--- config.mk ---
export PLATFORM = sky130hd
export DESIGN_NAME = eth_tx_fcs_append
export DESIGN_NICKNAME = d
export VERILOG_FILES = /design/src/rtl/eth_tx_fcs_append.sv
export SDC_FILE = /design/constraint.sdc
export NUM_CORES = 1
export LEC_CHECK = 0
export ABC_CLOCK_PERIOD_IN_PS = 2000
export BUFFER_PORTS_ARGS = -buffer_cell sky130_fd_sc_hd__buf_2
export CORE_UTILIZATION = 55
export CTS_CLUSTER_SIZE = 40
export DETAILED_ROUTE_END_ITERATION = 10
export PLACE_DENSITY = 0.82
export SLEW_MARGIN = 10
export SYNTH_ARGS = -nofsm -noshare
export SYNTH_HDL_FRONTEND = slang
export SYNTH_SLANG_ARGS = --single-unit
--- constraint.sdc ---
create_clock -name i_tx_clk -period 2 [get_ports i_tx_clk]
set_input_delay 0.3 -clock i_tx_clk [delete_from_list [all_inputs] [get_ports i_tx_clk]]
set_output_delay 0.3 -clock i_tx_clk [all_outputs]
set_load 0.1 [all_outputs]
--- src/rtl/eth_tx_fcs_append.sv ---
// Ethernet transmit tail stage: passes the upstream preamble/SFD/frame stream
// to the PHY with one cycle of latency, zero-pads short frames, appends the
// CRC-32 FCS (low byte first) and holds o_tx_en low for the inter-frame gap.
module eth_tx_fcs_append #(
    parameter int MIN_LEN    = 60,
    parameter int IFG_CYCLES = 12
) (
    input  logic        i_tx_clk,
    input  logic        rst_n,
    input  logic        i_tx_en,
    input  logic [7:0]  i_tx_data,
    output logic        o_ready,
    output logic        o_tx_en,
    output logic [7:0]  o_tx_data,
    output logic [31:0] o_crc32,
    output logic        o_frame_done,
    output logic        o_err
);

    localparam logic [31:0] CRC_POLY   = 32'hEDB88320;
    localparam logic [31:0] CRC_PRESET = 32'hFFFFFFFF;
    localparam logic [10:0] MIN_C      = MIN_LEN[10:0];
    localparam logic [15:0] IFG_C      = IFG_CYCLES[15:0];
    localparam logic [10:0] CNT_MAX    = 11'h7FF;

    typedef enum logic [2:0] {
        ST_IDLE     = 3'd0,
        ST_PREAMBLE = 3'd1,
        ST_DATA     = 3'd2,
        ST_PAD      = 3'd3,
        ST_FCS      = 3'd4,
        ST_IFG      = 3'd5
    } state_t;

    // Reflected CRC-32 update of one byte, LSB first.
    function automatic logic [31:0] crc32_byte(input logic [31:0] crc_in,
                                               input logic [7:0]  data);
        logic [31:0] c;
        c = crc_in;
        for (int i = 0; i < 8; i++) begin
            if ((c[0] ^ data[i]) == 1'b1) begin
                c = (c >> 1) ^ CRC_POLY;
            end else begin
                c = c >> 1;
            end
        end
        return c;
    endfunction

    state_t      r_state;
    state_t      w_state_nxt;

    logic        r_ready;
    logic        r_tx_en;
    logic [7:0]  r_tx_data;
    logic [31:0] r_crc32;
    logic        r_frame_done;
    logic        r_err;
    logic [31:0] r_crc;
    logic [10:0] r_cnt;
    logic [2:0]  r_pre_cnt;
    logic [1:0]  r_fcs_idx;
    logic [15:0] r_ifg_cnt;

    logic        w_ready_nxt;
    logic        w_tx_en_nxt;
    logic [7:0]  w_tx_data_nxt;
    logic [31:0] w_crc32_nxt;
    logic        w_frame_done_nxt;
    logic        w_err_nxt;
    logic [31:0] w_crc_nxt;
    logic [10:0] w_cnt_nxt;
    logic [2:0]  w_pre_cnt_nxt;
    logic [1:0]  w_fcs_idx_nxt;
    logic [15:0] w_ifg_cnt_nxt;

    logic [31:0] w_crc_data;
    logic [31:0] w_crc_pad;
    logic [31:0] w_fcs_first;
    logic [10:0] w_cnt_inc;
    logic [11:0] w_cnt_diff;
    logic        w_need_pad;
    logic        w_abort;
    logic        w_intrude;
    logic [7:0]  w_fcs_byte;

    assign w_crc_data  = crc32_byte(r_crc, i_tx_data);
    assign w_crc_pad   = crc32_byte(r_crc, 8'h00);
    assign w_fcs_first = ~r_crc;
    assign w_cnt_inc   = (r_cnt == CNT_MAX) ? r_cnt : (r_cnt + 11'd1);
    // Borrow out of (count - MIN_LEN) means the frame is still short.
    assign w_cnt_diff  = {1'b0, r_cnt} - {1'b0, MIN_C};
    assign w_need_pad  = w_cnt_diff[11];

    // Upstream dropped tx_en inside the 8-byte preamble/SFD.
    assign w_abort   = (r_state == ST_PREAMBLE) && !i_tx_en;
    // Upstream raised tx_en while we are busy outside the pass-through phase.
    assign w_intrude = i_tx_en && !r_ready &&
                       (r_state != ST_PREAMBLE) && (r_state != ST_DATA);
    assign w_err_nxt = w_abort || w_intrude;

    // Select the FCS byte for the 2nd..4th FCS cycles from the latched FCS.
    always_comb begin
        case (r_fcs_idx)
            2'd1:    w_fcs_byte = r_crc32[15:8];
            2'd2:    w_fcs_byte = r_crc32[23:16];
            2'd3:    w_fcs_byte = r_crc32[31:24];
            default: w_fcs_byte = r_crc32[7:0];
        endcase
    end

    // FSM state register.
    always_ff @(posedge i_tx_clk or negedge rst_n) begin
        if (!rst_n) begin
            r_state <= ST_IDLE;
        end else begin
            r_state <= w_state_nxt;
        end
    end

    // FSM next-state logic.
    always_comb begin
        w_state_nxt = r_state;
        case (r_state)
            ST_IDLE: begin
                if (i_tx_en) w_state_nxt = ST_PREAMBLE;
                else         w_state_nxt = ST_IDLE;
            end
            ST_PREAMBLE: begin
                if (!i_tx_en)                w_state_nxt = ST_IFG;
                else if (r_pre_cnt == 3'd7)  w_state_nxt = ST_DATA;
                else                         w_state_nxt = ST_PREAMBLE;
            end
            ST_DATA: begin
                if (i_tx_en)         w_state_nxt = ST_DATA;
                else if (w_need_pad) w_state_nxt = ST_PAD;
                else                 w_state_nxt = ST_FCS;
            end
            ST_PAD: begin
                if (w_need_pad) w_state_nxt = ST_PAD;
                else            w_state_nxt = ST_FCS;
            end
            ST_FCS: begin
                if (r_fcs_idx == 2'd3) w_state_nxt = ST_IFG;
                else                   w_state_nxt = ST_FCS;
            end
            ST_IFG: begin
                if (r_ifg_cnt == IFG_C) w_state_nxt = ST_IDLE;
                else                    w_state_nxt = ST_IFG;
            end
            default: w_state_nxt = ST_IDLE;
        endcase
    end

    // FSM output logic: next values of the registered PHY outputs and datapath.
    always_comb begin
        w_ready_nxt      = 1'b0;
        w_tx_en_nxt      = 1'b0;
        w_tx_data_nxt    = 8'h00;
        w_crc32_nxt      = r_crc32;
        w_frame_done_nxt = 1'b0;
        w_crc_nxt        = r_crc;
        w_cnt_nxt        = r_cnt;
        w_pre_cnt_nxt    = r_pre_cnt;
        w_fcs_idx_nxt    = r_fcs_idx;
        w_ifg_cnt_nxt    = r_ifg_cnt;
        case (r_state)
            ST_IDLE: begin
                if (i_tx_en) begin
                    w_tx_en_nxt   = 1'b1;
                    w_tx_data_nxt = i_tx_data;
                    w_cnt_nxt     = 11'd0;
                    w_pre_cnt_nxt = 3'd1;
                    w_crc_nxt     = CRC_PRESET;
                end else begin
                    w_ready_nxt   = 1'b1;
                end
            end
            ST_PREAMBLE: begin
                if (i_tx_en) begin
                    w_tx_en_nxt   = 1'b1;
                    w_tx_data_nxt = i_tx_data;
                    w_pre_cnt_nxt = r_pre_cnt + 3'd1;
                end else begin
                    w_ifg_cnt_nxt = 16'd0;
                end
            end
            ST_DATA, ST_PAD: begin
                w_tx_en_nxt = 1'b1;
                if ((r_state == ST_DATA) && i_tx_en) begin
                    w_tx_data_nxt = i_tx_data;
                    w_crc_nxt     = w_crc_data;
                    w_cnt_nxt     = w_cnt_inc;
                end else if (w_need_pad) begin
                    w_tx_data_nxt = 8'h00;
                    w_crc_nxt     = w_crc_pad;
                    w_cnt_nxt     = w_cnt_inc;
                end else begin
                    // First FCS byte leaves directly from the live CRC.
                    w_tx_data_nxt = w_fcs_first[7:0];
                    w_crc32_nxt   = w_fcs_first;
                    w_fcs_idx_nxt = 2'd1;
                end
            end
            ST_FCS: begin
                w_tx_en_nxt   = 1'b1;
                w_tx_data_nxt = w_fcs_byte;
                w_fcs_idx_nxt = r_fcs_idx + 2'd1;
                if (r_fcs_idx == 2'd3) begin
                    w_frame_done_nxt = 1'b1;
                    w_ifg_cnt_nxt    = 16'd0;
                end else begin
                    w_frame_done_nxt = 1'b0;
                end
            end
            ST_IFG: begin
                if (r_ifg_cnt == IFG_C) begin
                    w_ready_nxt = 1'b1;
                end else begin
                    w_ifg_cnt_nxt = r_ifg_cnt + 16'd1;
                end
            end
            default: begin
                w_ready_nxt = 1'b1;
            end
        endcase
    end

    // Output and datapath registers.
    always_ff @(posedge i_tx_clk or negedge rst_n) begin
        if (!rst_n) begin
            r_ready      <= 1'b1;
            r_tx_en      <= 1'b0;
            r_tx_data    <= 8'h00;
            r_crc32      <= 32'h0000_0000;
            r_frame_done <= 1'b0;
            r_err        <= 1'b0;
            r_crc        <= CRC_PRESET;
            r_cnt        <= 11'd0;
            r_pre_cnt    <= 3'd0;
            r_fcs_idx    <= 2'd0;
            r_ifg_cnt    <= 16'd0;
        end else begin
            r_ready      <= w_ready_nxt;
            r_tx_en      <= w_tx_en_nxt;
            r_tx_data    <= w_tx_data_nxt;
            r_crc32      <= w_crc32_nxt;
            r_frame_done <= w_frame_done_nxt;
            r_err        <= w_err_nxt;
            r_crc        <= w_crc_nxt;
            r_cnt        <= w_cnt_nxt;
            r_pre_cnt    <= w_pre_cnt_nxt;
            r_fcs_idx    <= w_fcs_idx_nxt;
            r_ifg_cnt    <= w_ifg_cnt_nxt;
        end
    end

    assign o_ready      = r_ready;
    assign o_tx_en      = r_tx_en;
    assign o_tx_data    = r_tx_data;
    assign o_crc32      = r_crc32;
    assign o_frame_done = r_frame_done;
    assign o_err        = r_err;

endmodule

# == After elaboration in Yosys (flattened, before gate mapping) ==
# Cells that the tools add are included.
# classes
n_mux,55
addsub,5
bitwise_logic,26
n_reduce_logical,22
eq_ne,21
# op_table
cell,n
2-to-1 mux 32 bit,19
NOT 13 -> 14 bit,15
case mux 32 bit (2 select lines),1
2-to-1 mux 16 bit,3
case mux 16 bit (3 select lines),1
case mux 8 bit (3 select lines),2
2-to-1 mux 11 bit,4
NOT 32 bit,1
2-to-1 mux 8 bit,3
case mux 11 bit (2 select lines),1
2-to-1 mux 3 bit,6
case mux 3 bit (6 select lines),1
adder 16 x 1 -> 16 bit (second input constant),1
== test 16 x 4 -> 1 bit (second input constant),1
inequality test 2 bit (second input constant),7
AND reduction 3 bit,4
subtractor 11 x 6 -> 12 bit (second input constant),1
adder 11 x 1 -> 11 bit (second input constant),1
== test 11 bit (second input constant),1
== test 3 bit (second input constant),3
XOR 1 bit,8
2-to-1 mux 1 bit,7
== test 3 x 2 -> 1 bit (second input constant),2
2-to-1 mux 2 bit,3
other kinds (23),33
# totals
regBits,111
inputBits,11
out_inout_bits,44
wordCells,141

# == Depth between registers and ports, before layout ==
# logic_depth
depth_word,19
depth_mapped,8
mapped_depth_nobuf,8

# == Worst setup path before layout ==
# Ideal clock, no wire load.
# synth_timing
path_type,register to register
startpoint,register r_crc[6]
endpoint,register r_crc[25]
t_required_ns,1.939
setup_ns,0.061
path_buffers,1
arrival_time_ns,2.018
path_stages_with_launch,8
path_slack_ns,-0.079
period_less_slack_ns,2.079
cell_sequence,dfstp_2 > buf_4 > xnor2_4 > xnor3_2 > xnor3_1 > mux2i_1 > xor2_1 > o22a_1
# synth_via
elab_chain_len,12
elab_cells_between_ends,21
cone_classes,19 x mux; 2 x bitwise
# synth_rtl
item,line_no,rtl
"start, declared",59,logic [31:0] r_crc;
"start signal, assigned",250,r_crc <= w_crc_nxt;
NOT 13 -> 14 bit (no line),-,
2-to-1 mux 32 bit (6 in series),41,if ((c[0] ^ data[i]) == 1'b1) begin
2-to-1 mux 32 bit / XOR 1 bit (equally long branches),41,
2-to-1 mux 32 bit,41,
"2-to-1 mux 32 bit, on equally long branches","194, 41",
2-to-1 mux 32 bit *,190,if ((r_state == ST_DATA) && i_tx_en) begin
case mux 32 bit (2 select lines) *,167,case (r_state)
# Mark *: on every way between the ends. The rest lies on a longest branch, timed or not. The select of a mux whose other input is x is not followed.
# A chain may end at the register's enable or synchronous reset.

# == Worst setup path after layout ==
# layout_timing
startpoint,register r_crc[3]
endpoint,register r_crc[19]
# layout_via
elab_chain_len,14
elab_cells_between_ends,26
cone_classes,19 x mux; 7 x bitwise
# layout_rtl
item,line_no
2-to-1 mux 32 bit (3 in series),41
XOR 1 bit / 2-to-1 mux 32 bit (equally long branches),41
2-to-1 mux 32 bit,41
2-to-1 mux 32 bit / NOT 13 -> 14 bit (equally long branches),-
NOT 13 -> 14 bit (no line) / 2-to-1 mux 32 bit (equally long branches),-
2-to-1 mux 32 bit / NOT 13 -> 14 bit (equally long branches),-
NOT 13 -> 14 bit (no line) / 2-to-1 mux 32 bit (equally long branches),-
2-to-1 mux 32 bit / NOT 13 -> 14 bit (equally long branches),-
NOT 13 -> 14 bit (no line) / 2-to-1 mux 32 bit (equally long branches),-
"2-to-1 mux 32 bit, on equally long branches","41, 194"
2-to-1 mux 32 bit *,190
case mux 32 bit (2 select lines) *,167
# Marked as above.

==> key figures <==
Yosys
  • Synthesized area per cell: 9.86 sq um
  • Yosys Warn Count: 0
  • Cell Area, Synth: 0.00653 sq mm
  • Number of synthesized flops with an enable pin: 0
  • Library cell occupying the most area in the post-synthesis netlist: dfrtp_1
  • Post-synthesis sequential element count: about 110
  • Top post-synthesis cells by area: dfrtp_1, dfstp_2, xnor2_1
  • Seq/Total Area, Yosys: 0.432
  • Post-synthesis instance total: 662
  • Number of nets in the synthesized netlist: 682
  • Area share of the largest cell type after synthesis: 0.299
  • Number of distinct library cells after synthesis: a little under 60
  • Flip-flop cell with the highest count after synthesis: dfrtp_1
  • Most instantiated library cell after synthesis: xnor2_1
  • Leading post-synthesis cells by instance count: xnor2_1, dfrtp_1, nand2_1
  • Share of async-settable or async-resettable flops after synthesis: 1.00

Timing
  • Min cycle time layout: 1.98 ns
  • Final setup violation count: 0
  • Clock tree skew after final layout: 0.0109 ns
  • Final period utilization: 0.990
  • Fin worst setup slack: around 0.020 ns
  • Transition time at the pin with the least slew margin: 0.559 ns
  • RSZ-0062 raised after global routing: yes
  • Max frequency: 0.505 GHz
  • Max-slew headroom: 0.626
  • Final Hold Violating Endpoints: 0
  • WHS: 0.241 ns
  • Final Slew Violations: 0

Routing
  • Number of violations reported at the end of detailed-routing iteration 0: 590
  • Drc violations: 0
  • Vias: 5409
  • Met3 routed wirelength: 1240 um
  • Routed via count divided by cell count: approximately 6.0
  • Wirelength, routed: 17500 um
  • Post-DRT Antenna Nets: 0
  • First-pass DRT Iterations: 7
  • Met1 wire length: 7450 um
  • Drt wl/cell: 19.4 um
  • Met2 wirelength from detailed routing: between 8000 and 9000 um
  • Highest routing layer actually used: met4

Final layout
  • Storage element area: about 0.0028 sq mm
  • Fill cell total of the finished layout: 830
  • Final nets: 774
  • Final standard cell utilization of the core: 0.678
  • Area of the multi-input gates: between 0.003 and 0.004 sq mm
  • Layout cell share with drive strength beyond 1: 0.275
  • Diode count: 0
  • Area growth from synthesis to final layout: 19.2%

Clock tree
  • H-tree lvl count: 3
  • Clock sink count: between 100 and 150
  • CTS tree: yes
  • Clock insertion delay at the later pin of the skew report: 0.36 ns
  • Master cell of the clock root buffer: clkbuf_16
  • CTS max path bufs: 2
  • Post-CTS clock slew at the launch and capture registers of the worst setup and hold paths: about 0.080 ns
  • TritonCTS Buffers: 9

Floorplanning
  • Std-Cell Core Area: 0.0115 sq mm
  • Std cell rows: 39
  • Area of the die: 0.0123 sq mm
  • Starting density of the core: 0.569
  • Die width: 111 um
  • Vertical extent of the die: 111 um
  • Number of placed I/O pins: 55

GRT
  • Wire length of the first global-routing pass: around 28000 um
  • Pin count of the biggest net entering global routing: 71
  • Overall Global Routing Usage: 0.289
  • Number of global-route vias before repair: between 5000 and 6000
  • Antenna violations before repair: 0
  • Total gr overflow: 0

Run status
  • Status: completed

Power and ir drop
  • Internal power contribution: ~3.8 mW
  • Relative contribution of the clock network to total power: 0.319
  • Worst supply voltage drop on vdd: 0.000516 V
  • Flop pwr share: 0.447
  • Switching part of the total: 0.288
  • Net switching power: 1.54 mW
  • Static leakage power: 3.44 nW
  • Power density of the placed cells: around 690 mW/mm^2
  • Fraction of power consumed by combinational cells: 0.235

Worst setup path
  • Largest driver fanout on the critical path: 4
  • CP Data Arrival Time: between 2 and 2.5 ns
  • Category of the most critical setup path: flip-flop to flip-flop
  • Type of origin of the critical path: flip-flop
  • Type of destination of the critical path: flip-flop
  • Worst EP required: 2.28 ns

Placement
  • Routability Congestion: roughly 0.89
  • Port bufs: 54
  • HPWL reported at the end of detailed placement: 12700 um
  • Worst setup slack after placement: 0.00860 ns

Hold path
  • Path type of the worst min-delay path: input pin to flip-flop

Flow run
  • Number of max-cap violations: 0
-- per-layer routing --
metal / up-vias / GRT usage
met4: 0 / 0.0960
met3: 41 / 0.0503
li1: 2451 / -
met2: 253 / 0.458
met1: 2664 / 0.402
met5: - / 0
-- metrics by stage --
stage / setup TNS, ns / total power [mW] / cells / area, sq um
2_1_floorplan: 0 / 3.24 / 662 / 6550
3_3_place_gp: 0 / 3.55 / 876 / 7300
3_5_place_dp: 0 / 3.58 / 876 / 7300
4_1_cts: 0 / 5.27 / 893 / 7600
5_1_grt: -0.272 / 5.54 / 902 / 7780
6_report: 0 / 5.35 / 902 / 7780
-- registers in the layout, indices dropped and copies added, names as in the netlist --
| register | cells |
|---|---|
| o_crc32 | 32 |
| o_tx_en | 1 |
| r_crc | 32 |
| o_tx_data | 8 |
| r_pre_cnt | 3 |
| o_frame_done | 1 |
| r_cnt | 11 |
| o_ready | 1 |
| r_ifg_cnt | 16 |
| r_state | 3 |
| o_err | 1 |
| r_fcs_idx | 2 |
-- area by class of cell --
class                      instances  share of cell area
clock buffer                      11              0.0299
clock inverter                     5             0.00563
inverter                          12             0.00579
multi-input combinational        492               0.457
sequential                       111               0.363
tap                              143              0.0230
timing repair buffer             128               0.116
-- cells in the final DEF, fill, tap and decap left out, drive strengths merged, types with 2 or more instances in the layout --
master	synthesis	routed
xnor3	3	3
buf	18	127
clkinvlp	0	2
nand2	75	75
dfstp	33	33
o22a	16	16
clkinv	0	2
o31ai	2	2
o21a	2	2
xor2	53	53
a31oi	6	6
a21oi	27	27
and2	3	3
nand4	10	10
a222oi	8	8
o21ai	51	51
xnor2	93	93
o22ai	6	6
nor4b	2	2
nand3	14	14
ha	9	9
clkbuf	29	11
inv	12	13
a41oi	2	2
and4	4	4
o221ai	8	8
nor2	51	51
mux2i	4	4
nand2b	7	7
nor3b	2	2
dfrtp	78	78
or3	2	2
a22o	2	2
and3	6	6
nor2b	3	3
nor3	9	9
-- cells by family after synthesis --
logic type,share of synthesized area
AND/OR/NAND/NOR,0.134
XOR/XNOR,0.227
AO/OA/AOI/OAI,0.138
flip-flops,0.432
buffers and inverters,0.0437
adder cells (fa/ha/maj),0.0173
multiplexers,0.00786
-- power groups by stage --
stage	combinational (mW)	sequential [mW]	clock, mW
global placement	1.13	2.43	0
CTS	1.17	2.39	1.71
finish	1.26	2.39	1.71
global route	1.34	2.39	1.81
detailed placement	1.15	2.43	0
floorplan	0.836	2.40	0
-- worst max-delay path, cell delays in order, from the launching register on --
cell and delay (ns):
dfstp_2 0.61, buf_4 0.15, xor2_1 0.21, xnor2_1 0.18, buf_4 0.19, xor2_1 0.20, xnor2_1 0.15, o22ai_1 0.09
a21oi_1 0.13
-- timing repair --
| action | CTS | global route |
|---|---|---|
| gates resized for setup | 1 | 20 |
| pin swaps | 0 | 11 |
| hold endpoints to repair | 10 | 0 |
| endpoints found under the setup margin | 1 | 22 |
| hold buffers | 1 | 0 |
| buffers inserted | 0 | 9 |
-- path summary, 6_finish.rpt --
path                                     startpoint  slack, ns                        to  cells past startpoint
max reg2reg                    r_crc[3]$_DFFE_PN1P_       0.02     r_crc[19]$_DFFE_PN1P_                      8
min reg2reg                r_pre_cnt[1]$_DFFE_PN0P_       0.50  r_pre_cnt[1]$_DFFE_PN0P_                      2
min in group asynchronous                     rst_n       0.35    o_crc32[2]$_DFFE_PN0P_                      2
max                            r_crc[3]$_DFFE_PN1P_       0.02     r_crc[19]$_DFFE_PN1P_                      8
max in group asynchronous                     rst_n       0.99     r_crc[22]$_DFFE_PN1P_                      3
min                                         i_tx_en       0.24         o_ready$_DFF_PN1_                      3
(Power assumes the default switching activity.)
